<file path="src/rtl/mux_arb_pkg.sv">
// Shared types and constants for the round-robin mux arbiter.
package mux_arb_pkg;

   localparam int MUX_ARB_N     = 16;
   localparam int MUX_ARB_IDX_W = $clog2(MUX_ARB_N);

   typedef logic [MUX_ARB_IDX_W-1:0] arb_idx_t;

   typedef enum logic {ARB_IDLE, ARB_GRANT} arb_state_t;

endpackage

</file>
<file path="src/rtl/mux_16to1.sv">
// Sixteen-way WIDTH-bit data selector driven by a 4-bit select line.
module mux_16to1 #(
   parameter int WIDTH = 8
) (
   input  logic [16*WIDTH-1:0] in_data,
   input  logic [3:0]          select_line,
   output logic [WIDTH-1:0]    out_data
);

   logic [WIDTH-1:0] lanes [16];

   for (genvar gi = 0; gi < 16; gi++) begin : g_lane
      assign lanes[gi] = in_data[gi*WIDTH +: WIDTH];
   end

   assign out_data = lanes[select_line];

endmodule

</file>
<file path="src/rtl/rr_pick.sv">
// Round-robin picker: first set request strictly after 'last', wrapping modulo N.
module rr_pick
   import mux_arb_pkg::*;
(
   input  logic [MUX_ARB_N-1:0] req,
   input  arb_idx_t             last,
   output logic                 any,
   output arb_idx_t             idx
);

   arb_idx_t             start;
   arb_idx_t             enc;
   logic [MUX_ARB_N-1:0] rot;

   assign start = last + arb_idx_t'(1);

   // Rotate so the search start lands on bit 0; index arithmetic wraps naturally.
   for (genvar gi = 0; gi < MUX_ARB_N; gi++) begin : g_rot
      assign rot[gi] = req[arb_idx_t'(gi) + start];
   end

   always_comb begin
      enc = '0;
      for (int i = MUX_ARB_N - 1; i >= 0; i--) begin
         if (rot[i]) begin
            enc = arb_idx_t'(i);
         end
      end
   end

   assign any = |req;
   assign idx = enc + start;

endmodule

</file>
<file path="src/rtl/mux_rr_arbiter.sv">
// Round-robin arbiter sharing one datapath between 16 requesters with burst hold.
// Optional MUX_ARB_PRIO_EN adds prio_mask: masked requesters win arbitration first.
module mux_rr_arbiter
   import mux_arb_pkg::*;
#(
   parameter int N         = 16,
   parameter int WIDTH     = 8,
   parameter int MAX_BURST = 4
) (
   input  logic                 clk,
   input  logic                 rst_n,
   input  logic [N-1:0]         req,
   input  logic [N*WIDTH-1:0]   in_data,
`ifdef MUX_ARB_PRIO_EN
   input  logic [N-1:0]         prio_mask,
`endif
   output logic [N-1:0]         ack,
   output logic                 out_valid,
   input  logic                 out_ready,
   output logic [WIDTH-1:0]     out_data,
   output logic [$clog2(N)-1:0] out_src,
   output logic                 busy
);

   if (N != MUX_ARB_N) begin : g_bad_n
      $error("mux_rr_arbiter: only N=16 is supported");
   end
   if (MAX_BURST < 1 || MAX_BURST > 255) begin : g_bad_burst
      $error("mux_rr_arbiter: MAX_BURST must be 1..255");
   end

   localparam logic [7:0] BURST_LAST = 8'(MAX_BURST - 1);

   arb_state_t  state_reg;
   arb_idx_t    grant_reg;
   arb_idx_t    last_reg;
   logic [7:0]  beats_reg;
   logic        busy_reg;

   logic [N-1:0]     pick_req;
   logic             pick_any;
   arb_idx_t         pick_idx;
   logic [WIDTH-1:0] mux_data;
   logic             transfer;
   logic             in_grant;

`ifdef MUX_ARB_PRIO_EN
   logic [N-1:0] prio_req;
   assign prio_req = req & prio_mask;
   assign pick_req = (|prio_req) ? prio_req : req;
`else
   assign pick_req = req;
`endif

   rr_pick u_pick (
      .req  (pick_req),
      .last (last_reg),
      .any  (pick_any),
      .idx  (pick_idx)
   );

   mux_16to1 #(
      .WIDTH (WIDTH)
   ) u_mux (
      .in_data     (in_data),
      .select_line (grant_reg),
      .out_data    (mux_data)
   );

   // Valid follows the granted request live, so a withdrawal drops it the same cycle.
   assign in_grant  = (state_reg == ARB_GRANT);
   assign out_valid = in_grant & req[grant_reg];
   assign transfer  = out_valid & out_ready;
   assign ack       = transfer ? (N'(1) << grant_reg) : '0;
   assign out_src   = grant_reg;
   assign out_data  = in_grant ? mux_data : '0;
   assign busy      = busy_reg;

   always_ff @(posedge clk) begin
      if (!rst_n) begin
         state_reg <= ARB_IDLE;
         grant_reg <= '0;
         last_reg  <= arb_idx_t'(N - 1);
         beats_reg <= '0;
         busy_reg  <= 1'b0;
      end else begin
         case (state_reg)
            ARB_IDLE: begin
               if (pick_any) begin
                  grant_reg <= pick_idx;
                  beats_reg <= '0;
                  state_reg <= ARB_GRANT;
                  busy_reg  <= 1'b1;
               end
            end
            ARB_GRANT: begin
               if (!req[grant_reg] || (transfer && beats_reg == BURST_LAST)) begin
                  state_reg <= ARB_IDLE;
                  last_reg  <= grant_reg;
                  busy_reg  <= 1'b0;
               end else if (transfer) begin
                  beats_reg <= beats_reg + 8'd1;
               end
            end
            default: begin
               state_reg <= ARB_IDLE;
               busy_reg  <= 1'b0;
            end
         endcase
      end
   end

endmodule

</file>
<file path="config.mk">
export PLATFORM = sky130hd
export DESIGN_NAME = mux_rr_arbiter
export DESIGN_NICKNAME = d
export VERILOG_FILES = /design/src/rtl/mux_arb_pkg.sv /design/src/rtl/mux_16to1.sv /design/src/rtl/rr_pick.sv /design/src/rtl/mux_rr_arbiter.sv
export SDC_FILE = /design/constraint.sdc
export NUM_CORES = 1
export LEC_CHECK = 0
export ABC_CLOCK_PERIOD_IN_PS = 8570
export CAP_MARGIN = 5
export CORE_MARGIN = 4
export CORE_UTILIZATION = 45
export DETAILED_ROUTE_END_ITERATION = 12
export GPL_ROUTABILITY_DRIVEN = 0
export PLACE_DENSITY = 0.88
export SYNTH_ARGS = -nofsm -noshare
export SYNTH_HDL_FRONTEND = slang
export SYNTH_SLANG_ARGS = --single-unit
</file>
<file path="constraint.sdc">
create_clock -name clk -period 8.57 [get_ports clk]
set_clock_uncertainty 0.2 [all_clocks]
set_input_delay 0.857 -clock clk [delete_from_list [all_inputs] [get_ports clk]]
set_output_delay 0.857 -clock clk [all_outputs]
set_load 0.02 [all_outputs]
</file>
==> metrics.log, run 1 <==
INFO  metric largest_reg_flops = 8
INFO  metric syn_avg_cell_area = 10.2 um^2
INFO  metric netlist-cell-type-count = 61
INFO  metric average_detailed_routed_wire_length_per_instance = 22.5 um
INFO  metric layout_min_cycle_time = 6.21 ns
INFO  metric synth_seq_area_share = 0.100
INFO  metric cts-buffers-inserted = 3
INFO  metric syn-instance-count = 353
INFO  metric pre_cts_setup_slack = 2.38 ns
INFO  metric final_hold_viol_count = 0
INFO  metric routed_wirelength = 13.7 mm
INFO  metric type_of_the_worst_min_delay_path = flip-flop to flip-flop
INFO  metric synth_warnings = 0
INFO  metric grt_first_pass_wirelength = 21.3 mm
INFO  metric cts-htree-levels = 1
INFO  metric synthMostInstantiatedCell = sky130_fd_sc_hd__mux4_2
INFO  metric critPathLaunchType = flip-flop
INFO  metric critical_path_peak_fanout = 29
INFO  metric syn-cell-area = 3590 um^2
INFO  metric worstSkewPairLatency = 0.25 ns
INFO  metric postSynthRegisterBits = 18
INFO  metric arrival = 6.20 ns
INFO  metric grt_antenna_before_repair = 2
INFO  metric min_period_over_period = 0.724
INFO  metric synth_largest_area_cell = sky130_fd_sc_hd__mux4_2
INFO  metric floorplan.core_area = 7730 um^2
INFO  metric fmax = 161 MHz
INFO  metric flow.area_growth_from_synthesis = 51.0%
INFO  metric cts.root.buffer_cell = sky130_fd_sc_hd__clkbuf_8
INFO  metric design.die.area = 9470 um^2
INFO  metric final_critical_path_setup_slack = 2.36 ns
INFO  metric nets = 661
INFO  metric setup-violations-final = 0
INFO  metric maximum_number_of_pins_on_one_net_before_global_route_repair = 47
INFO  metric outcome = completed
INFO  metric netlist_top_cells_area = sky130_fd_sc_hd__mux4_2, sky130_fd_sc_hd__dfxtp_1, sky130_fd_sc_hd__nor2_1, sky130_fd_sc_hd__mux4_1, sky130_fd_sc_hd__mux2i_1
INFO  metric clkTransAtPathRegs = 0.07 ns
INFO  metric max_slew_violation_total_from_the_final_report = 0
INFO  metric irDropWorstVdd = 0.000180 V
INFO  metric timing.slew.headroom = 0.233
INFO  metric drt_iter0_drc = 385
INFO  metric ctsLongestPathBuffers = 2
INFO  metric grt_util_all_layers = 0.283
INFO  metric drv.max_cap_violation_count = 0
INFO  metric ant_nets = 0
INFO  metric die_width = 97.3 um
INFO  metric critical_path.endpoint_type = flip-flop
INFO  metric synth-edff-count = 0
INFO  metric cts_tree = yes
INFO  metric netlist.area_leader.share = 0.370
INFO  metric setup_repair_after_global_routing_missed_its_margin = no
INFO  metric fillCellCount = 544
INFO  metric worst-slew-pin-transition = 1.15 ns
INFO  metric timing_worst_setup_path_type = flip-flop to flip-flop
INFO  metric global_route.overflow_total = 0
INFO  metric numClockSinks = 18
INFO  metric first_global_vias = 4120
INFO  metric hpwl = 11.6 mm
INFO  metric start_util = 0.465
INFO  metric synth_flop_cell = sky130_fd_sc_hd__dfxtp_1
INFO  metric num_rows = 32
INFO  metric io_buffers = 176
INFO  metric synth_nets = 507
INFO  metric fp.dieH = 97.3 um
INFO  metric vias = 3916
INFO  metric leakagePower = 0.00190 uW
INFO  metric setup_tns = 0 ns
INFO  metric route.detailed.drc = 0
INFO  metric avgViaCountPerCell = 6.42
INFO  metric detailedRoute.firstPassIterationCount = 5
INFO  metric share_of_layout_cells_above_drive_strength_1 = 0.154
INFO  metric required = 8.56 ns
INFO  metric post_cts.resized_instances = 0
INFO  metric synth_common_cells = sky130_fd_sc_hd__mux4_2, sky130_fd_sc_hd__nor2_1, sky130_fd_sc_hd__nand2_1
INFO  metric number_of_i_o_pins = 177
INFO  metric power_density = 296 nW/um^2
INFO  metric post_cts_hold_buffer_count = 0
INFO  metric synthArstFlopShare = 0
INFO  metric cts_setup_buffers = 0
[cell type report]
class | count | area [um^2] | share of cell area
multi-input combinational | 297 | 3060 | 0.565
clock buffer | 4 | 55.1 | 0.0102
sequential | 18 | 363 | 0.0669
antenna | 2 | 5.00 | 0.000923
tap | 102 | 128 | 0.0235
timing repair buffer | 178 | 1780 | 0.328
inverter | 9 | 33.8 | 0.00623
[logic make-up (layout without fill, tap and decap cells)]
logic type,after synthesis,in the layout,synth area share
and+or+nand+nor,145,145,0.222
muxes,79,79,0.449
DFF,18,18,0.100
other,0,2,0
buffers and inverters,38,191,0.0470
xor gates and xnor gates,16,16,0.0449
adders and majority gates,7,7,0.0265
AOI/OAI and AO/OA,50,50,0.110
[worst paths after layout]
kind | start | to | slack, ns | depth (start not counted)
setup / recovery | last_reg[0] | out_src[3] | 2.36 | 17
hold / removal | busy | busy | 0.30 | 2
setup reg to reg | last_reg[0] | out_src[3] | 2.36 | 17
hold reg to reg | busy | busy | 0.30 | 2
[power breakdown]
| group | switching, uW | leakage, uW | internal (uW) | total (uW) |
|---|---|---|---|---|
| clock | 27.1 | 0.0000288 | 40.8 | 67.9 |
| combinational | 676 | 0.00172 | 692 | 1370 |
| sequential | 69.1 | 0.000148 | 99.7 | 169 |
[layout by cell type, fill, tap and decap left out, types with 5 or more instances in the layout]
| cell | synthesis | layout |
|---|---|---|
| sky130_fd_sc_hd__clkdlybuf4s50_1 | 0 | 176 |
| sky130_fd_sc_hd__nand2b_1 | 13 | 13 |
| sky130_fd_sc_hd__a211oi_1 | 5 | 5 |
| sky130_fd_sc_hd__a21oi_1 | 6 | 6 |
| sky130_fd_sc_hd__mux2i_1 | 12 | 12 |
| sky130_fd_sc_hd__and2_1 | 12 | 12 |
| sky130_fd_sc_hd__and3_1 | 5 | 5 |
| sky130_fd_sc_hd__xnor2_1 | 6 | 6 |
| sky130_fd_sc_hd__mux4_1 | 5 | 5 |
| sky130_fd_sc_hd__nand3_1 | 10 | 10 |
| sky130_fd_sc_hd__inv_1 | 8 | 8 |
| sky130_fd_sc_hd__nand4_1 | 8 | 8 |
| sky130_fd_sc_hd__ha_1 | 6 | 6 |
| sky130_fd_sc_hd__mux4_2 | 59 | 59 |
| sky130_fd_sc_hd__nor3_1 | 11 | 11 |
| sky130_fd_sc_hd__dfxtp_1 | 18 | 16 |
| sky130_fd_sc_hd__a2bb2oi_1 | 5 | 5 |
| sky130_fd_sc_hd__xor2_1 | 8 | 8 |
| sky130_fd_sc_hd__nand2_1 | 21 | 21 |
| sky130_fd_sc_hd__nand3b_1 | 6 | 6 |
| sky130_fd_sc_hd__nor2_1 | 36 | 36 |
| sky130_fd_sc_hd__nor4_1 | 7 | 7 |
[routing by layer]
layer	routed length, um	global-route usage	up-vias
li1	-	-	1724
met1	4700	0.319	1888
met2	7080	0.510	259
met3	1140	0.0424	45
met4	809	0.155	0
met5	0	0	-
[critical path, stage by stage (launching register included)]
cell,delay (ns)
sky130_fd_sc_hd__dfxtp_1,1.08
sky130_fd_sc_hd__inv_1,0.26
sky130_fd_sc_hd__ha_1,1.09
sky130_fd_sc_hd__nor2b_1,0.36
sky130_fd_sc_hd__nor2_1,0.08
sky130_fd_sc_hd__a2bb2oi_1,0.14
sky130_fd_sc_hd__xnor2_1,0.33
sky130_fd_sc_hd__mux4_2,0.60
sky130_fd_sc_hd__a21bo_1,0.21
sky130_fd_sc_hd__a211o_1,0.29
sky130_fd_sc_hd__a41oi_1,0.33
sky130_fd_sc_hd__ha_1,0.29
sky130_fd_sc_hd__a21o_1,0.16
sky130_fd_sc_hd__a21oi_1,0.17
sky130_fd_sc_hd__xor2_1,0.20
sky130_fd_sc_hd__nand3_1,0.10
sky130_fd_sc_hd__a31oi_1,0.15
sky130_fd_sc_hd__nand3b_1,0.11
[through the flow]
step	hold slack (ns)	instances	area, um^2	utilization	total power [uW]
after detailed placement	0.298	604	5360	0.694	1510
after floorplan	0.281	353	3590	-	1190
after CTS	0.313	608	5420	0.701	1580
after global routing	0.340	610	5420	0.702	1720
after global placement	0.258	604	5360	0.694	1470
final	0.305	610	5420	0.702	1600
Note: power is estimated with default switching activity, not from simulation.
==> run 2: changes to the inputs <==
--- a/config.mk
+++ b/config.mk
@@ -5,13 +5,13 @@
 export SDC_FILE = /design/constraint.sdc
 export NUM_CORES = 1
 export LEC_CHECK = 0
-export ABC_CLOCK_PERIOD_IN_PS = 8570
+export ABC_CLOCK_PERIOD_IN_PS = 6150
 export CAP_MARGIN = 5
 export CORE_MARGIN = 4
-export CORE_UTILIZATION = 45
+export CORE_UTILIZATION = 42
 export DETAILED_ROUTE_END_ITERATION = 12
 export GPL_ROUTABILITY_DRIVEN = 0
-export PLACE_DENSITY = 0.88
+export PLACE_DENSITY = 0.83
 export SYNTH_ARGS = -nofsm -noshare
 export SYNTH_HDL_FRONTEND = slang
 export SYNTH_SLANG_ARGS = --single-unit
==> constraint.sdc (replaced) <==
create_clock -name clk -period 6.15 [get_ports clk]
set_clock_uncertainty 0.2 [all_clocks]
set_input_delay 0.615 -clock clk [delete_from_list [all_inputs] [get_ports clk]]
set_output_delay 0.615 -clock clk [all_outputs]
set_load 0.02 [all_outputs]
==> run 2 against run 1 <==
Net effect: first-iteration DRC count fell by 26%; highest routed layer unchanged; largest cell class unchanged; fmax rose by 25%; critical path type unchanged; core utilization fell by 4.3 points; clock power rose by 20%; via count fell by 2.7%; cell area rose by 0.30%; sequential share of layout area barely moved; sequential power rose by 12%; flip-flop and latch count did not move; critical endpoint unchanged; critical path depth fell by 1.
==> metrics.log, run 2 (synthesis results as in run 1) <==
INFO  metric arrival = 4.95 ns (-1.25 ns)
INFO  metric worstSkewPairLatency = 0.25 ns (about the same)
INFO  metric final_critical_path_setup_slack = 1.19 ns (-1.17 ns)
INFO  metric detailedRoute.firstPassIterationCount = 5 (unchanged)
INFO  metric timing.critical_path.cells = ha_1 > nor2b_1 > nor2_1 > a2bb2oi_1 > xnor2_1 > mux4_2 > a21bo_1 > a211o_1 > a41oi_1 > ha_1 > a21o_1 > a21oi_1 > xor2_1 > nand3_1 > a31oi_1 > nand3b_1
INFO  metric leakagePower = 0.00191 uW (+0.62%)
INFO  metric grt_util_all_layers = 0.256 (-0.0271)
INFO  metric numClockSinks = 18 (unchanged)
INFO  metric fillCellCount = 655 (+20%)
INFO  metric irDropWorstVdd = 0.000205 V (+14%)
INFO  metric clkTransAtPathRegs = 0.07 ns (about the same)
INFO  metric max_slew_violation_total_from_the_final_report = 0 (unchanged)
INFO  metric critical_path_peak_fanout = 22 (-24%)
INFO  metric fmax = 202 MHz (+25%)
INFO  metric cts_tree = yes
INFO  metric slowest_stage_delay_on_critical_path = 0.88 ns (-0.21 ns)
INFO  metric fp.dieH = 100 um (+3.2%)
INFO  metric power_density = 412 nW/um^2 (+39%)
INFO  metric worst-slew-pin-transition = 0.858 ns (-0.291 ns)
INFO  metric regArea = 362 um^2 (-0.34%)
INFO  metric pre_cts_setup_slack = 1.20 ns (-1.18 ns)
INFO  metric post_cts_hold_buffer_count = 0 (unchanged)
INFO  metric crit_family = compound AO/OA/AOI/OAI gates
INFO  metric first_global_vias = 3898 (-5.4%)
INFO  metric cts.root.buffer_cell = sky130_fd_sc_hd__clkbuf_8
INFO  metric setup_repair_after_global_routing_missed_its_margin = no
INFO  metric number_of_i_o_pins = 177 (unchanged)
INFO  metric mostFrequentLayoutCells = sky130_fd_sc_hd__clkdlybuf4s50_1, sky130_fd_sc_hd__mux4_2, sky130_fd_sc_hd__nor2_1
INFO  metric global_route.overflow_total = 0 (unchanged)
INFO  metric cts-buffers-inserted = 3 (unchanged)
INFO  metric ctsLongestPathBuffers = 2 (unchanged)
INFO  metric flow.area_growth_from_synthesis = 51.5%
INFO  metric ant_nets = 0 (unchanged)
INFO  metric post_place_cell_area = 5400 um^2 (+0.61%)
INFO  metric post_cts.resized_instances = 0 (unchanged)
INFO  metric average_detailed_routed_wire_length_per_instance = 21.5 um (-4.6%)
INFO  metric postLayoutCoreUtil = 0.659 (-0.0431)
INFO  metric io_buffers = 176 (unchanged)
INFO  metric cts_setup_buffers = 0 (unchanged)
INFO  metric floorplan.core_area = 8260 um^2 (+6.9%)
INFO  metric num_rows = 33 (+3.1%)
INFO  metric share_of_layout_cells_above_drive_strength_1 = 0.157 (+0.00302)
INFO  metric cts-htree-levels = 1 (unchanged)
INFO  metric mostFrequentLayoutCell = sky130_fd_sc_hd__clkdlybuf4s50_1
INFO  metric timing.slew.headroom = 0.427 (+0.194)
INFO  metric setup-violations-final = 0 (unchanged)
INFO  metric required = 6.15 ns (-2.41 ns)
INFO  metric outcome = completed
INFO  metric hpwl = 11.1 mm (-3.8%)
INFO  metric route.detailed.drc = 0 (unchanged)
INFO  metric grt_first_pass_wirelength = 20.3 mm (-4.9%)
INFO  metric timing_worst_setup_path_type = flip-flop to flip-flop
INFO  metric critPathLaunchType = flip-flop
INFO  metric nets = 665 (+0.61%)
INFO  metric die_width = 100 um (+3.2%)
INFO  metric min_period_over_period = 0.806 (+0.0819)
INFO  metric layout_min_cycle_time = 4.96 ns (-1.25 ns)
INFO  metric final_hold_viol_count = 0 (unchanged)
INFO  metric critical_path.slowest_cell = sky130_fd_sc_hd__ha_1
INFO  metric critical-path-top-cell-by-count = sky130_fd_sc_hd__ha_1
INFO  metric design.die.area = 10100 um^2 (+6.5%)
INFO  metric multiInputGateArea = 3060 um^2 (unchanged)
INFO  metric avgViaCountPerCell = 6.20 (-3.4%)
INFO  metric critical_path.endpoint_type = flip-flop
INFO  metric drv.max_cap_violation_count = 0 (unchanged)
INFO  metric vias = 3812 (-2.7%)
INFO  metric start_util = 0.435 (-0.0299)
INFO  metric grt_antenna_before_repair = 1 (-1)
INFO  metric setup_tns = 0 ns (unchanged)
INFO  metric critical_path.n_buffers_inverters = 0 (-1)
INFO  metric largest_reg_flops = 8 (unchanged)
INFO  metric drt_iter0_drc = 286 (-26%)
INFO  metric design_area = 5440 um^2 (+0.30%)
INFO  metric maximum_number_of_pins_on_one_net_before_global_route_repair = 41 (-13%)
INFO  metric type_of_the_worst_min_delay_path = flip-flop to flip-flop
INFO  metric routed_wirelength = 13.2 mm (-3.8%)
==> run 2: cell count changes in the layout (fill, tap and decap cells not counted) <==
cell and change:
sky130_fd_sc_hd__buf_4 +4, sky130_fd_sc_hd__clkbuf_8 -1, sky130_fd_sc_hd__dfxtp_1 +1, sky130_fd_sc_hd__dfxtp_2 -1
sky130_fd_sc_hd__diode_2 -1
==> run 2: layer usage <==
metal / share of wire / global-route usage / vias to the layer above
met3: 0.078 / 0.0422 / 28
met2: 0.53 / 0.461 / 219
met5: 0 / 0 / -
met1: 0.36 / 0.310 / 1839
met4: 0.034 / 0.0839 / 0
li1: - / - / 1726
==> run 2: final cells by class <==
class | count | area share
Multi-Input combinational cell | 297 | 0.563
Timing Repair Buffer | 182 | 0.332
Sequential cell | 18 | 0.0665
Tap cell | 105 | 0.0242
Clock buffer | 3 | 0.00759
Inverter | 9 | 0.00621
Antenna cell | 1 | 0.000460
==> run 2: stage by stage <==
step	std cells	power, uW	hold WS [ns]
2_1_floorplan	353	1660	0.281
3_3_place_gp	611	2070	0.256
3_5_place_dp	611	2130	0.279
4_1_cts	614	2220	0.313
5_1_grt	615	2410	0.342
6_report	615	2240	0.305
==> run 2: worst paths after layout <==
check              start         end  slack (ns)  cells past startpoint
max          last_reg[1]  out_src[3]        1.19                     16
min                 busy        busy        0.31                      2
max reg2reg  last_reg[1]  out_src[3]        1.19                     16
min reg2reg         busy        busy        0.31                      2
==> run 2: worst reg2reg max path, delay by kind of cell, from the launching register on <==
kind                     cells  cell delay, ns
AO/OA/AOI/OAI                7            1.42
XOR/XNOR                     2            0.48
adder cells (fa/ha/maj)      2            1.18
flip-flops                   1            0.42
multiplexers                 1            0.59
AND/OR/NAND/NOR              4            0.62
==> run 2: where the power goes <==
part	total [uW]	switching, uW	internal, uW
Sequential	189	50.5	139
Clock	81.8	38.3	43.5
Combinational	1970	998	975
Total	2240	1090	1160
